<file path="config.mk">
export PLATFORM = sky130hd
export DESIGN_NAME = uart_tx_arbiter
export DESIGN_NICKNAME = d
export VERILOG_FILES = /design/src/rtl/uart_pkg.sv /design/src/rtl/rr_pick.sv /design/src/rtl/uart_tx_arbiter.sv
export SDC_FILE = /design/constraint.sdc
export NUM_CORES = 1
export LEC_CHECK = 0
export ABC_AREA = 1
export BUFFER_PORTS_ARGS = -buffer_cell sky130_fd_sc_hd__buf_2
export CAP_MARGIN = 15
export CORE_MARGIN = 2
export CORE_UTILIZATION = 61
export CTS_BUF_LIST = sky130_fd_sc_hd__clkbuf_2 sky130_fd_sc_hd__clkbuf_4 sky130_fd_sc_hd__clkbuf_8
export DETAILED_ROUTE_END_ITERATION = 8
export PLACE_DENSITY = 0.86
export SLEW_MARGIN = 20
export SYNTH_ARGS = -nofsm -noshare
export SYNTH_HDL_FRONTEND = slang
export SYNTH_HIERARCHICAL = 1
export SYNTH_SLANG_ARGS = --single-unit
</file>
<file path="constraint.sdc">
create_clock -name clk -period 3.9 [get_ports clk]
set_input_delay 0.39 -clock clk [delete_from_list [all_inputs] [get_ports clk]]
set_output_delay 0.39 -clock clk [all_outputs]
set_load 0.02 [all_outputs]
</file>
<file path="src/rtl/uart_pkg.sv">
// Shared UART-side definitions: transmit-arbiter state encoding and default byte width.
// Latency: n/a (types and constants only).
// Backpressure: n/a.
package uart_pkg;

  // Default byte width shared by the tx and rx sides.
  localparam int DATA_W_DEF = 8;

  // Transmit arbiter states.
  typedef enum logic [1:0] {
    ST_IDLE    = 2'd0,
    ST_LOAD    = 2'd1,
    ST_SEND    = 2'd2,
    ST_RELEASE = 2'd3
  } tx_state_t;

endpackage

</file>
<file path="src/rtl/rr_pick.sv">
// Round-robin picker: first set request strictly after i_ptr, wrapping modulo N_REQ.
// Latency: purely combinational.
// Backpressure: none; the caller decides when to consume the result.
// Ports: i_req (requests), i_ptr (last served index),
//        o_onehot / o_idx (winner), o_any (some request set).
module rr_pick
  import uart_pkg::*;
#(
  parameter int N_REQ = 4,
  parameter int IW    = $clog2(N_REQ)
) (
  input  logic [N_REQ-1:0] i_req,
  input  logic [IW-1:0]    i_ptr,
  output logic [N_REQ-1:0] o_onehot,
  output logic [IW-1:0]    o_idx,
  output logic             o_any
);

  always_comb begin
    int          w_cand;
    logic        w_found;
    o_onehot = '0;
    o_idx    = '0;
    w_found  = 1'b0;
    w_cand   = 0;
    // Scan from ptr+1 around to ptr itself, so ptr has the lowest priority.
    for (int k = 1; k <= N_REQ; k++) begin
      w_cand = (int'(i_ptr) + k) % N_REQ;
      if (!w_found && i_req[w_cand[IW-1:0]]) begin
        w_found                      = 1'b1;
        o_idx                        = w_cand[IW-1:0];
        o_onehot[w_cand[IW-1:0]]     = 1'b1;
      end
    end
    o_any = w_found;
  end

endmodule

</file>
<file path="src/rtl/uart_tx_arbiter.sv">
// Shares one UART transmitter among N_REQ byte sources, round-robin, capped at MAX_BURST bytes per grant.
// Latency: req in IDLE at cycle n -> grant n+1 -> tx_start/ack n+2; tx_done at m -> next tx_start m+2.
// Backpressure: holds in LOAD while i_tx_busy is high; a watchdog aborts a frame whose tx_done never comes.
// Ports: clk/reset (async, active-high); i_req/i_req_data from sources, o_ack/o_grant back to them;
//        o_tx_start/o_tx_data to the transmitter, i_tx_busy/i_tx_done from it; o_timeout_err on abort.
module uart_tx_arbiter
  import uart_pkg::*;
#(
  parameter int N_REQ       = 4,
  parameter int DATA_W      = DATA_W_DEF,
  parameter int MAX_BURST   = 4,
  parameter int TIMEOUT_CYC = 4096
) (
  input  logic                    clk,
  input  logic                    reset,
  input  logic [N_REQ-1:0]        i_req,
  input  logic [N_REQ*DATA_W-1:0] i_req_data,
  output logic [N_REQ-1:0]        o_ack,
  output logic [N_REQ-1:0]        o_grant,
  output logic                    o_tx_start,
  output logic [DATA_W-1:0]       o_tx_data,
  input  logic                    i_tx_busy,
  input  logic                    i_tx_done,
  output logic                    o_timeout_err
);

  localparam int IW = $clog2(N_REQ);
  localparam int BW = $clog2(MAX_BURST + 1);
  localparam int WW = $clog2(TIMEOUT_CYC);

  tx_state_t          r_state;
  logic [IW-1:0]      r_owner;
  logic [IW-1:0]      r_ptr;
  logic [BW-1:0]      r_burst;
  logic [WW-1:0]      r_wdog;
  logic [N_REQ-1:0]   r_grant;
  logic [N_REQ-1:0]   r_ack;
  logic               r_tx_start;
  logic [DATA_W-1:0]  r_tx_data;
  logic               r_timeout;

  tx_state_t          w_state_nxt;
  logic [IW-1:0]      w_owner_nxt;
  logic [IW-1:0]      w_ptr_nxt;
  logic [BW-1:0]      w_burst_nxt;
  logic [WW-1:0]      w_wdog_nxt;
  logic [N_REQ-1:0]   w_grant_nxt;
  logic [N_REQ-1:0]   w_ack_nxt;
  logic               w_tx_start_nxt;
  logic [DATA_W-1:0]  w_tx_data_nxt;
  logic               w_timeout_nxt;

  logic [N_REQ-1:0]   w_pick_oh;
  logic [IW-1:0]      w_pick_idx;
  logic               w_pick_any;

  rr_pick #(
    .N_REQ (N_REQ),
    .IW    (IW)
  ) u_rr_pick (
    .i_req    (i_req),
    .i_ptr    (r_ptr),
    .o_onehot (w_pick_oh),
    .o_idx    (w_pick_idx),
    .o_any    (w_pick_any)
  );

  always_ff @(posedge clk or posedge reset) begin
    if (reset) begin
      r_state    <= ST_IDLE;
      r_owner    <= '0;
      r_ptr      <= IW'(N_REQ - 1);   // requester 0 wins first after reset
      r_burst    <= '0;
      r_wdog     <= '0;
      r_grant    <= '0;
      r_ack      <= '0;
      r_tx_start <= 1'b0;
      r_tx_data  <= '0;
      r_timeout  <= 1'b0;
    end else begin
      r_state    <= w_state_nxt;
      r_owner    <= w_owner_nxt;
      r_ptr      <= w_ptr_nxt;
      r_burst    <= w_burst_nxt;
      r_wdog     <= w_wdog_nxt;
      r_grant    <= w_grant_nxt;
      r_ack      <= w_ack_nxt;
      r_tx_start <= w_tx_start_nxt;
      r_tx_data  <= w_tx_data_nxt;
      r_timeout  <= w_timeout_nxt;
    end
  end

  always_comb begin
    w_state_nxt    = r_state;
    w_owner_nxt    = r_owner;
    w_ptr_nxt      = r_ptr;
    w_burst_nxt    = r_burst;
    w_wdog_nxt     = r_wdog;
    w_grant_nxt    = r_grant;
    w_ack_nxt      = '0;
    w_tx_start_nxt = 1'b0;
    w_tx_data_nxt  = r_tx_data;
    w_timeout_nxt  = 1'b0;

    unique case (r_state)
      ST_IDLE: begin
        if (w_pick_any) begin
          w_owner_nxt = w_pick_idx;
          w_grant_nxt = w_pick_oh;
          w_burst_nxt = '0;
          w_state_nxt = ST_LOAD;
        end
      end

      ST_LOAD: begin
        if (!i_req[r_owner]) begin
          w_state_nxt = ST_RELEASE;
        end else if (!i_tx_busy) begin
          w_tx_start_nxt     = 1'b1;
          w_tx_data_nxt      = i_req_data[r_owner*DATA_W +: DATA_W];
          w_ack_nxt[r_owner] = 1'b1;
          w_burst_nxt        = r_burst + BW'(1);
          w_wdog_nxt         = '0;
          w_state_nxt        = ST_SEND;
        end
      end

      ST_SEND: begin
        // tx_done is checked first so it wins over a same-cycle watchdog expiry.
        if (i_tx_done) begin
          if (r_burst == BW'(MAX_BURST) || !i_req[r_owner]) begin
            w_state_nxt = ST_RELEASE;
          end else begin
            w_state_nxt = ST_LOAD;
          end
        end else if (r_wdog == WW'(TIMEOUT_CYC - 1)) begin
          w_timeout_nxt = 1'b1;
          w_state_nxt   = ST_RELEASE;
        end else begin
          w_wdog_nxt = r_wdog + WW'(1);
        end
      end

      ST_RELEASE: begin
        w_ptr_nxt   = r_owner;
        w_grant_nxt = '0;
        w_state_nxt = ST_IDLE;
      end

      default: begin
        w_state_nxt = ST_IDLE;
        w_grant_nxt = '0;
      end
    endcase
  end

  assign o_ack         = r_ack;
  assign o_grant       = r_grant;
  assign o_tx_start    = r_tx_start;
  assign o_tx_data     = r_tx_data;
  assign o_timeout_err = r_timeout;

endmodule
</file>
==> impl_metrics.sql <==
INSERT INTO impl_metrics (metric_group, metric, value, unit) VALUES
('timing', 'hold_violations', '0', ''),
('setup_path', 'worst_ep_required_time', '4090', 'ps'),
('detailed_routing', 'remaining_drc_errors', '0', ''),
('grt', 'first_global_vias', '2418', ''),
('detailed_routing', 'vias_per_cell', '5.40', ''),
('logic_synthesis', 'synth_top_family_by_area', 'simple AND/OR/NAND/NOR gates', ''),
('detailed_routing', 'final_antenna_net_count', '0', ''),
('layout', 'count_of_non_filler_cells_in_the_finished_layout', '491', ''),
('floorplanning', 'io_pins', '58', ''),
('power_and_ir_drop', 'power.leakage', '0.00162', 'µW'),
('detailed_routing', 'dr.max_layer_used', 'met4', ''),
('layout', 'area_growth', '14.0', '%'),
('run_status', 'status', 'complete, no violations', ''),
('layout', 'final.fill_count', '363', ''),
('layout', 'finish.net_count', '489', ''),
('grt', 'grt_antenna_before_repair', '0', ''),
('power_and_ir_drop', 'power.density', '735', 'mW/mm²'),
('setup_path', 'crit_startpoint', 'r_ptr[0]$_DFFE_PP1P_', ''),
('clock_network', 'clk_pin_slew_worst_paths', '90', 'ps'),
('timing', 'period_minus_slack', '2760', 'ps'),
('logic_synthesis', 'area_fraction_in_compound_gates_after_synthesis', '0.0958', ''),
('timing', 'tightestPinTransition', '615', 'ps'),
('setup_path', 'end_kind', 'flip-flop', ''),
('logic_synthesis', 'post-synth-top-area-cell', 'sky130_fd_sc_hd__dfrtp_1', ''),
('logic_synthesis', 'yosysSeqAreaShare', '0.362', ''),
('setup_path', 'setup.worst_path.class', 'reg -> reg', ''),
('setup_path', 'reg2regPathDepth', '11', ''),
('placed_design', 'finalWeightedCongestion', '0.908', ''),
('detailed_routing', 'wl_met3', '426', 'µm'),
('logic_synthesis', 'number_of_storage_elements_in_the_synthesis_netlist', '39', ''),
('logic_synthesis', 'synth_fa_ha_area_frac', '0.0509', ''),
('clock_network', 'cts-root-to-sink-buffers', '2', ''),
('detailed_routing', 'met2_length', '2840', 'µm'),
('timing', 'period_share', '0.708', ''),
('logic_synthesis', 'synth-warning-count', '6', ''),
('clock_network', 'cts-hold-fix-buffers', '0', ''),
('timing', 'slew-limit-headroom', '0.589', ''),
('setup_path', 'worst_r2r_dst', 'r_burst[2]$_DFFE_PP0P_', ''),
('clock_network', 'cts_tree', 'built', ''),
('logic_synthesis', 'synth_cells', '383', ''),
('clock_network', 'cts_root_buffer', 'sky130_fd_sc_hd__clkbuf_8', ''),
('logic_synthesis', 'synth.area.top_cells', 'sky130_fd_sc_hd__dfrtp_1 34%, sky130_fd_sc_hd__nand2_1 18%, sky130_fd_sc_hd__nand3_1 8.5%, sky130_fd_sc_hd__ha_1 5.1%, sky130_fd_sc_hd__a21oi_1 4.4%', ''),
('timing', 'rsz0062_at_grt', 'no', ''),
('layout', 'antenna_cells_inserted', '0', ''),
('layout', 'design_area', '0.00308', 'mm²'),
('floorplanning', 'std_cell_rows', '24', ''),
('power_and_ir_drop', 'worst_ir_drop_vdd', '0.423', 'mV'),
('floorplanning', 'floorplan.die.height', '70.6', 'µm'),
('detailed_routing', 'routed_wire_length_per_instance', '12.6', 'µm'),
('power_and_ir_drop', 'report.power.total', '2260', 'µW'),
('timing', 'clock.fmax', '362', 'MHz'),
('setup_path', 'timing.critical_path.from_type', 'flip-flop', ''),
('floorplanning', 'initial_utilization', '0.625', ''),
('logic_synthesis', 'yosysUniqueCellTypes', '30', ''),
('placed_design', 'portBuffers', '57', ''),
('placed_design', 'dp_cells', '483', ''),
('timing', 'setup_viol_count_final', '0', ''),
('timing', 'fin_worst_skew', '7.63', 'ps'),
('logic_synthesis', 'post-synth-top-area-fraction', '0.342', ''),
('setup_path', 'worstReg2RegStart', 'r_ptr[0]$_DFFE_PP1P_', ''),
('grt', 'grt_first_pass_wirelength', '10800', 'µm'),
('clock_network', 'post_cts_resize_count', '0', ''),
('detailed_routing', 'drt_pass1_iterations', '6', ''),
('detailed_routing', 'total_length_of_routed_wires', '6190', 'µm'),
('clock_network', 'cts_made_buffers', '5', ''),
('clock_network', 'clock_sink_count', '39', ''),
('logic_synthesis', 'syn_nets', '434', ''),
('timing', 'slew_violations', '0', ''),
('detailed_routing', 'dr_total_vias', '2649', ''),
('logic_synthesis', 'synthSimpleGateAreaFrac', '0.408', ''),
('setup_path', 'cp_endpoint', 'r_burst[2]$_DFFE_PP0P_', '');
==> per-stage QoR <==
| stage | setup WS [ps] | hold slack, ps | utilization |
|---|---|---|---|
| after global placement | 1280 | 468 | 0.691 |
| final | 1140 | 187 | 0.713 |
| after floorplan | 1660 | 463 | - |
| after CTS | 1150 | 211 | 0.713 |
| after global routing | 914 | 231 | 0.713 |
| after detailed placement | 1170 | 477 | 0.691 |
==> worst max-delay path, stage by stage, from the launching register on <==
cell                       delay, ps
sky130_fd_sc_hd__dfstp_2         720
sky130_fd_sc_hd__inv_8           100
sky130_fd_sc_hd__ha_1            400
sky130_fd_sc_hd__inv_2            90
sky130_fd_sc_hd__nand3_4         120
sky130_fd_sc_hd__nand2_4          80
sky130_fd_sc_hd__nor2_4          230
sky130_fd_sc_hd__nand4_1         140
sky130_fd_sc_hd__nand3b_1        360
sky130_fd_sc_hd__o21ai_0         160
sky130_fd_sc_hd__nand2_1         160
sky130_fd_sc_hd__o21ai_0          90
==> final cells by class <==
cell class	count	area, µm²	area share
inverters	35	144	0.0467
multi-input cells	299	1510	0.490
clock inverters	3	23.8	0.00771
repair buffers	58	293	0.0950
clock buffers	5	68.8	0.0223
well taps	52	65.1	0.0211
flip-flops and latches	39	978	0.317
==> logic make-up (layout without fill, tap and decap cells) <==
| kind of cell | count (synthesis) | after routing |
|---|---|---|
| DFF | 39 | 39 |
| and+or+nand+nor | 239 | 239 |
| buffers and inverters | 45 | 101 |
| AOI/OAI and AO/OA | 48 | 48 |
| adders and majority gates | 11 | 11 |
| xor gates and xnor gates | 1 | 1 |
==> worst min-delay path by stage <==
stage                                  start                       end  cells after the start
detailed placement  o_tx_data[1]$_DFFE_PP0P_  o_tx_data[1]$_DFFE_PP0P_                      2
finish                                 reset  o_tx_data[6]$_DFFE_PP0P_                      3
global placement    o_tx_data[5]$_DFFE_PP0P_  o_tx_data[5]$_DFFE_PP0P_                      2
floorplan             r_wdog[11]$_DFFE_PP0P_    r_wdog[11]$_DFFE_PP0P_                      2
CTS                                    reset  o_tx_data[6]$_DFFE_PP0P_                      3
global route                           reset  o_tx_data[6]$_DFFE_PP0P_                      3
==> registers in the layout, summed over array words and instances, names as in the netlist <==
register and count:
r_state 2, o_tx_start 1, r_ptr 2, r_wdog 12
o_ack 4, o_tx_data 8, r_owner 2, o_timeout_err 1
o_grant 4, r_burst 3
==> cells in the mapped netlist (all sizes together) <==
library cell,instances
nor3,7
nor2,36
buf,9
a21boi,4
dfstp,2
xor2,1
clkbuf,1
o21ai,18
nand4,9
o21a,2
nand3b,2
nand2,137
ha,11
a21oi,24
inv,35
nand3,48
dfrtp,37
==> per-layer routing <==
metal	track usage	vias to the layer above
li1	-	1354
met1	0.354	1149
met2	0.443	128
met3	0.0570	18
met5	0	-
met4	0.109	0
==> placed cells by master, fill, tap and decap left out, types with 3 or more instances in the layout <==
cell / n
sky130_fd_sc_hd__nor2_1: 29
sky130_fd_sc_hd__nand2_2: 6
sky130_fd_sc_hd__clkbuf_8: 5
sky130_fd_sc_hd__o21ai_1: 8
sky130_fd_sc_hd__a21boi_0: 4
sky130_fd_sc_hd__nand4_1: 9
sky130_fd_sc_hd__inv_2: 4
sky130_fd_sc_hd__o21ai_0: 9
sky130_fd_sc_hd__nor3_1: 6
sky130_fd_sc_hd__buf_2: 57
sky130_fd_sc_hd__nor2_4: 3
sky130_fd_sc_hd__ha_1: 11
sky130_fd_sc_hd__nand2_4: 4
sky130_fd_sc_hd__inv_1: 29
sky130_fd_sc_hd__nand2_1: 127
sky130_fd_sc_hd__nor2_2: 4
sky130_fd_sc_hd__nand3_1: 46
sky130_fd_sc_hd__a21oi_1: 24
sky130_fd_sc_hd__dfrtp_1: 37
==> power breakdown <==
group	total [µW]	switching [µW]	internal [µW]
Combinational	1330	901	429
Clock	285	157	128
Sequential	649	131	517
Total	2260	1190	1070
Power figures use the tool's default switching activity.
